`config.mk`:
```
export PLATFORM = sky130hd
export DESIGN_NAME = multicycle_controller
export DESIGN_NICKNAME = d
export VERILOG_FILES = /design/src/rtl/multicycle_controller.sv
export SDC_FILE = /design/constraint.sdc
export NUM_CORES = 1
export LEC_CHECK = 0
export ABC_CLOCK_PERIOD_IN_PS = 2600
export CAP_MARGIN = 20
export CORE_AREA = 2 2 39 41
export CTS_BUF_LIST = sky130_fd_sc_hd__clkbuf_16
export DETAILED_ROUTE_END_ITERATION = 10
export DIE_AREA = 0 0 41 43
export PLACE_DENSITY_LB_ADDON = 0.1
export REMOVE_ABC_BUFFERS = 1
export SETUP_SLACK_MARGIN = 0.1
export SKIP_CTS_REPAIR_TIMING = 1
export SLEW_MARGIN = 5
export SYNTH_ARGS = -nofsm -noshare
export SYNTH_HDL_FRONTEND = slang
export SYNTH_SLANG_ARGS = --single-unit
```
`constraint.sdc`:
```
create_clock -name clk -period 2.6 [get_ports clk]
set_clock_uncertainty 0.15 [all_clocks]
set_input_delay 0.78 -clock clk [delete_from_list [all_inputs] [get_ports clk]]
set_output_delay 0.78 -clock clk [all_outputs]
set_load 0.02 [all_outputs]
```
`src/rtl/multicycle_controller.sv`:
```
// rtl/multicycle_controller.sv - Moore FSM controller for a multicycle MIPS-subset datapath
module multicycle_controller (
    input  logic       clk,
    input  logic       reset,
    input  logic [5:0] Opcode,
    input  logic       Zero,
    output logic       PCWrite,
    output logic       IorD,
    output logic       MemRead,
    output logic       MemWrite,
    output logic       IRWrite,
    output logic       MemtoReg,
    output logic       RegDst,
    output logic       RegWrite,
    output logic       ALUSrcA,
    output logic [1:0] ALUSrcB,
    output logic [1:0] ALUOp,
    output logic [1:0] PCSource,
    output logic [3:0] State
);

    // State encodings; these values are visible on State and must stay fixed.
    localparam logic [3:0] FETCH   = 4'd0;
    localparam logic [3:0] DECODE  = 4'd1;
    localparam logic [3:0] MEMADR  = 4'd2;
    localparam logic [3:0] MEMRD   = 4'd3;
    localparam logic [3:0] MEMWB   = 4'd4;
    localparam logic [3:0] MEMWR   = 4'd5;
    localparam logic [3:0] RTYPEEX = 4'd6;
    localparam logic [3:0] RTYPEWB = 4'd7;
    localparam logic [3:0] BEQEX   = 4'd8;
    localparam logic [3:0] ADDIEX  = 4'd9;
    localparam logic [3:0] ADDIWB  = 4'd10;
    localparam logic [3:0] JEX     = 4'd11;

    // Opcode values recognised in DECODE / MEMADR.
    localparam logic [5:0] OP_LW    = 6'b100011;
    localparam logic [5:0] OP_SW    = 6'b101011;
    localparam logic [5:0] OP_RTYPE = 6'b000000;
    localparam logic [5:0] OP_BEQ   = 6'b000100;
    localparam logic [5:0] OP_ADDI  = 6'b001000;
    localparam logic [5:0] OP_J     = 6'b000010;

    // ALUSrcB / ALUOp / PCSource field values.
    localparam logic [1:0] SRCB_REG   = 2'b00;
    localparam logic [1:0] SRCB_FOUR  = 2'b01;
    localparam logic [1:0] SRCB_IMM   = 2'b10;
    localparam logic [1:0] SRCB_IMMSH = 2'b11;
    localparam logic [1:0] ALU_ADD    = 2'b00;
    localparam logic [1:0] ALU_SUB    = 2'b01;
    localparam logic [1:0] ALU_FUNCT  = 2'b10;
    localparam logic [1:0] PC_ALURES  = 2'b00;
    localparam logic [1:0] PC_ALUOUT  = 2'b01;
    localparam logic [1:0] PC_JUMP    = 2'b10;

    logic [3:0] state;
    logic [3:0] state_next;

    // Unconditional and branch-qualified PC write terms, combined into PCWrite.
    logic       pc_write_uncond;
    logic       pc_write_branch;

    // Opcode decode, used only by the DECODE and MEMADR transitions.
    logic       op_is_mem;
    logic       op_is_lw;

    assign op_is_lw  = (Opcode == OP_LW);
    assign op_is_mem = (Opcode == OP_LW) || (Opcode == OP_SW);

    // State register; reset abandons any instruction in flight.
    always_ff @(posedge clk) begin
        if (reset) begin
            state <= FETCH;
        end else begin
            state <= state_next;
        end
    end

    // Next-state logic; Opcode is only consulted in DECODE and MEMADR.
    always_comb begin
        state_next = FETCH;
        case (state)
            FETCH:   state_next = DECODE;
            DECODE: begin
                if (op_is_mem) begin
                    state_next = MEMADR;
                end else begin
                    case (Opcode)
                        OP_RTYPE: state_next = RTYPEEX;
                        OP_BEQ:   state_next = BEQEX;
                        OP_ADDI:  state_next = ADDIEX;
                        OP_J:     state_next = JEX;
                        default:  state_next = FETCH;
                    endcase
                end
            end
            MEMADR:  state_next = op_is_lw ? MEMRD : MEMWR;
            MEMRD:   state_next = MEMWB;
            MEMWB:   state_next = FETCH;
            MEMWR:   state_next = FETCH;
            RTYPEEX: state_next = RTYPEWB;
            RTYPEWB: state_next = FETCH;
            BEQEX:   state_next = FETCH;
            ADDIEX:  state_next = ADDIWB;
            ADDIWB:  state_next = FETCH;
            JEX:     state_next = FETCH;
            default: state_next = FETCH;
        endcase
    end

    // Moore output decode: every strobe defaults low, each state raises its own.
    always_comb begin
        pc_write_uncond = 1'b0;
        pc_write_branch = 1'b0;
        IorD            = 1'b0;
        MemRead         = 1'b0;
        MemWrite        = 1'b0;
        IRWrite         = 1'b0;
        MemtoReg        = 1'b0;
        RegDst          = 1'b0;
        RegWrite        = 1'b0;
        ALUSrcA         = 1'b0;
        ALUSrcB         = SRCB_REG;
        ALUOp           = ALU_ADD;
        PCSource        = PC_ALURES;
        case (state)
            FETCH: begin
                MemRead         = 1'b1;
                IRWrite         = 1'b1;
                ALUSrcB         = SRCB_FOUR;
                pc_write_uncond = 1'b1;
            end
            DECODE: begin
                // Precompute the branch target while the opcode is decoded.
                ALUSrcB = SRCB_IMMSH;
            end
            MEMADR: begin
                ALUSrcA = 1'b1;
                ALUSrcB = SRCB_IMM;
            end
            MEMRD: begin
                IorD    = 1'b1;
                MemRead = 1'b1;
            end
            MEMWB: begin
                RegWrite = 1'b1;
                MemtoReg = 1'b1;
            end
            MEMWR: begin
                IorD     = 1'b1;
                MemWrite = 1'b1;
            end
            RTYPEEX: begin
                ALUSrcA = 1'b1;
                ALUOp   = ALU_FUNCT;
            end
            RTYPEWB: begin
                RegWrite = 1'b1;
                RegDst   = 1'b1;
            end
            BEQEX: begin
                ALUSrcA         = 1'b1;
                ALUOp           = ALU_SUB;
                PCSource        = PC_ALUOUT;
                pc_write_branch = 1'b1;
            end
            ADDIEX: begin
                ALUSrcA = 1'b1;
                ALUSrcB = SRCB_IMM;
            end
            ADDIWB: begin
                RegWrite = 1'b1;
            end
            JEX: begin
                PCSource        = PC_JUMP;
                pc_write_uncond = 1'b1;
            end
            default: begin
                // Unused encodings drive nothing and fall back to FETCH.
            end
        endcase
    end

    // The only output that looks past State: branch taken when Zero is set.
    assign PCWrite = pc_write_uncond | (pc_write_branch & Zero);
    assign State   = state;

endmodule

```
## Yosys cells after proc, flatten, opt, wreduce, memory -nomap -nowiden

Index checks and enable logic that the tools add are counted.

| word-level totals | value |
|---|---|
| input port bits | 9 |
| register bits after elaboration | 4 |
| output and inout bits | 19 |
| word-level logic and storage cells | 45 |

| operators by class | value |
|---|---|
| mux-type cells | 17 |
| reduce and logical (&&, ||, !) cells | 9 |
| bitwise gates (word level) | 2 |
| eq/ne operators | 16 |

Operators by type and width:

| cell | number |
|---|---|
| 4-bit one-hot mux with 6 select lines | 1 |
| 4-bit by 3-bit equality test with 1-bit output (second input constant) | 4 |
| 4-bit equality test (second input constant) | 4 |
| 4-bit one-hot mux with 4 select lines | 1 |
| 6-bit equality test (second input constant) | 2 |
| 1-bit two-way mux | 10 |
| 4-bit by 2-bit equality test with 1-bit output (second input constant) | 2 |
| 2-bit one-hot mux with 2 select lines | 2 |
| 2-bit OR reduction | 4 |
| 6-bit by 2-bit equality test with 1-bit output (second input constant) | 1 |
| 6-bit by 3-bit equality test with 1-bit output (second input constant) | 1 |
| 6-bit by 4-bit equality test with 1-bit output (second input constant) | 1 |
| 6-bit zero test | 1 |
| 2-bit one-hot mux with 3 select lines | 1 |
| 4-bit by 1-bit equality test with 1-bit output (second input constant) | 1 |
| 4-bit zero test | 1 |
| 4-bit two-way mux | 1 |
| 4-bit OR reduction | 1 |
| 3-bit two-way mux | 1 |
| 3-bit OR reduction | 1 |
| 1-bit bitwise AND | 1 |
| 1-bit logical OR | 1 |
| 1-bit OR | 1 |

## Logic depth before layout (Yosys ltp)

| depth | value |
|---|---|
| word-level depth | 4 |
| depth in mapped cells | 4 |
| gate-level depth less buffers | 4 |

## Worst setup path after synthesis

OpenSTA, ideal clock, no wires.

| timing path | value |
|---|---|
| path kind | reg-to-output |
| from | register state[2] (netlist: State[2]) |
| to | output port RegWrite |
| path buffers | 0 |
| arrival | 1.459 ns |
| stages on the path, launching flop included | 4 |
| setup slack | 0.211 ns |
| data required time | 1.670 ns |
| cell sequence | dfxtp_1 -> nand2b_1 -> nor3_1 -> a21o_1 |

| on the way | value |
|---|---|
| longest elaborated chain between the ends | 3 |
| elaborated cells between the ends (all ways) | 5 |
| classes of those cells | 3 x eq/ne; 1 x mux; 1 x reduce/logical |

Ends and longest elaborated chain:

| what | line | text |
|---|---|---|
| from (decl) | 56 | `logic [3:0] state;` |
| from (signal assigned) | 75 | `state <= state_next;` |
| 4-bit equality test / 4-bit by 3-bit equality test with 1-bit output (equally long branches) | 126 | `case (state)` |
| 3-bit OR reduction (no source line) * | - |  |
| 1-bit two-way mux * | 126 |  |
| to (decl) | 14 | `output logic RegWrite,` |

Mark *: on every way between the ends. The rest lies on a longest branch, timed or not.

## Worst setup path in the final report

| timing path | value |
|---|---|
| from | register state[3] (netlist: State[3]) |
| to | output port ALUOp[1] |

| on the way | value |
|---|---|
| longest elaborated chain between the ends | 2 |
| elaborated cells between the ends (all ways) | 3 |
| classes of those cells | 2 x eq/ne; 1 x mux |

Ends and longest elaborated chain:

| what | line | text |
|---|---|---|
| 4-bit equality test / 4-bit by 3-bit equality test with 1-bit output (equally long branches) | 126 |  |
| 2-bit one-hot mux with 2 select lines * | 126 |  |
| to (decl) | 17 | `output logic [1:0] ALUOp,` |

Marks and branches as above.

==> metrics <==
outcome completed; CTS sink count 4; pre-CTS setup slack -0.4720 ns; Final nets 114; Initial DRT Pass Iterations 4; Gate power share between 20 and 25%; Synth area leaders dfxtp_1, nor2_1, a21oi_1; max-slew violation count 0; routed len/inst 10.97 um; Max Fclk ~410 MHz; layout cells sized above 1 15.53%; share of the yosys chip area belonging to registers 17.25%; Hold Vio Cnt, Final 0; DR vias/cell approximately 5.2; Synth Register Bits 4; area added between synthesis and finish 91.91%; largest net degree at the start of global routing 16; unrepaired setup endpoints after global routing no; # port buffers 27; Via Count 617; mapped cell area about 460 um^2; final setup vio count 0; Synth top area share 17.25%; CTS tree built; Largest stage delay, worst path just over 0.6 ns; Total Routed Length 1305 um; Fill cells 131; drc violations 0; vias in the first global route 519; I/O pins 28; initial antenna violation count 0; area occupied by multi-input gates 337.8 um^2; Total GRT Usage between 10% and 20%; CP arrival 1.49 ns; Core Region 1384 um^2; Hold WC Path Type register to register; Worst Tran Pin Value ~0.44 ns; fraction of the mapped netlist area in compound gates 18.06%; mux cell area share after synthesis 2.156%; syn_area_per_cell ~6.9 um^2; Synth warnings 0; Clock transition at path regs 0.03 ns; Placed Cells 116; register area 80.08 um^2; clock group share of total power a little over 60%; post-route setup slack 0.1788 ns; combinational family with the most area after synthesis simple AND/OR/NAND/NOR gates; max reg flops 4; CTS H-tree depth 1; global-route wire length before repair 2070 um; worst-path fanout max 5; kind of start point of the critical path register; EDFF count, synth 0; Tcrit/Tclk final 93.12%; cell taking the most area after synthesis dfxtp_1; Cell Rows 14; Cell Pwr Density 435.4 nW/um^2; Worst VDD drop 0.4363 mV; Antenna diodes 0; Rel. slew slack 70.04%; fraction of registers with async set or reset after synthesis 0%; Non-Filler Instances ~120; Power, Total between 300 and 400 uW; Die Y between 40 and 50 um; clock latency on the worst-skew pair approximately 0.22 ns; Synth Area in XOR/XNOR 5.660%; DIE AREA 1763 um^2; placed cell area ~780 um^2; CP Cell Sequence nand2b_1, nor2_1, clkdlybuf4s50_1; switching power 82.98 uW; Sw Ratio 21.39%; chip width 41 um; sequential share of power 16.7%; post-route design area 890.9 um^2; CTS max path bufs 2; kind of critical path register to primary output; shortest period the worst path allows 2.421 ns; synth unique cells 28; Detailed Place HPWL ~960 um; Max Cap Viol 0; Adder-Cell Fraction of Synth Area 0%; Iter 0 DRT Violations 12; Simple-Gate Fraction of Synth Area a little under half; DRT antenna net count 0; post-synthesis cell count 67; Post-synth top flop dfxtp_1; Initial Util 33.54%; routability congestion estimate 0.7628; GRT overflow 0; Data required, critical path 1.67 ns; CTS Buf Count 3; critical path's slowest cell clkdlybuf4s50_1; Crit. End Element primary output; Int Pwr between 300 and 400 uW; Leakage 0.0005202 uW; Root Buffer clkbuf_16
==> kinds of logic after synthesis <==
| logic type | after synthesis |
|---|---|
| simple gates | 40 |
| compound gates | 15 |
| flops | 4 |
| buf+inv | 4 |
| xor+xnor | 3 |
| mux | 1 |
==> layer usage <==
| layer | track usage, % | routed length, um | part of all wire [%] |
|---|---|---|---|
| met1 | 19.29 | 559 | 43 |
| met2 | 26.25 | 652 | 50 |
| met3 | 7.330 | 93 | 7.1 |
| met5 | 0 | 0 | 0 |
| met4 | 8.667 | 0 | 0 |
==> final cells by class <==
class                           count  share of cell area (%)
Timing Repair Buffer               37                   42.42
Multi-Input combinational cell     59                   37.92
Sequential cell                     4                   8.989
Clock buffer                        3                   8.427
Tap cell                           16                   2.247
==> cell usage after synthesis, types with 3 or more instances <==
library cell   n
nor4_1         3
a21oi_1        7
nor2_1        12
dfxtp_1        4
nand2b_1       4
nor3_1         6
o21ai_0        4
==> through the flow <==
stage	setup TNS [ns]	hold WS [ns]	util [%]
global placement	-0.4611	0.5032	56.60
detailed placement	-0.4720	0.5010	56.60
floorplan	0	0.5420	-
global route	0	0.5451	64.38
finish	0	0.5061	64.38
CTS	-0.5638	0.5046	62.03
==> placed cells by master (no fill, tap or decap) <==
| cell | n |
|---|---|
| nand2b_1 | 4 |
| or2_2 | 1 |
| clkdlybuf4s50_1 | 12 |
| nand2_1 | 2 |
| o21bai_1 | 1 |
| nor2_1 | 12 |
| clkbuf_16 | 3 |
| or4_1 | 1 |
| nand3_1 | 2 |
| nand4b_1 | 2 |
| or2_4 | 1 |
| dlymetal6s2s_1 | 14 |
| a21o_1 | 1 |
| xnor2_1 | 2 |
| o21a_1 | 1 |
| buf_4 | 11 |
| mux2i_1 | 1 |
| and3_1 | 1 |
| dfxtp_1 | 4 |
| nor3b_1 | 1 |
| or3_1 | 1 |
| a21oi_1 | 7 |
| a31oi_1 | 1 |
| xor2_1 | 1 |
| nor3_1 | 6 |
| nor4_1 | 3 |
| o21ai_0 | 4 |
| nor4b_1 | 1 |
| nor2b_1 | 2 |
==> final timing paths <==
check        startpoint        to  slack (ns)  cells past startpoint
max            State[3]  ALUOp[1]        0.18                      3
min            State[0]  State[2]        0.51                      3
max reg2reg    State[2]  State[2]        1.11                      5
min reg2reg    State[0]  State[2]        0.51                      3
==> power by group through the flow <==
| stage | Combinational, uW | Sequential, uW | Clock, uW |
|---|---|---|---|
| after detailed placement | 89.0 | 65.5 | 0 |
| after global placement | 88.6 | 65.5 | 0 |
| after CTS | 89.1 | 64.7 | 241 |
| after global routing | 94.7 | 65.1 | 247 |
| after floorplan | 34.4 | 72.6 | 0 |
| final | 86.7 | 64.7 | 237 |
==> worst max-delay path, delay by kind of cell, from the launching register on <==
family                 cells  cell delay, ns
flip-flops                 1            0.33
buffers and inverters      1            0.61
AND/OR/NAND/NOR            2            0.33
(Power assumes the default switching activity.)
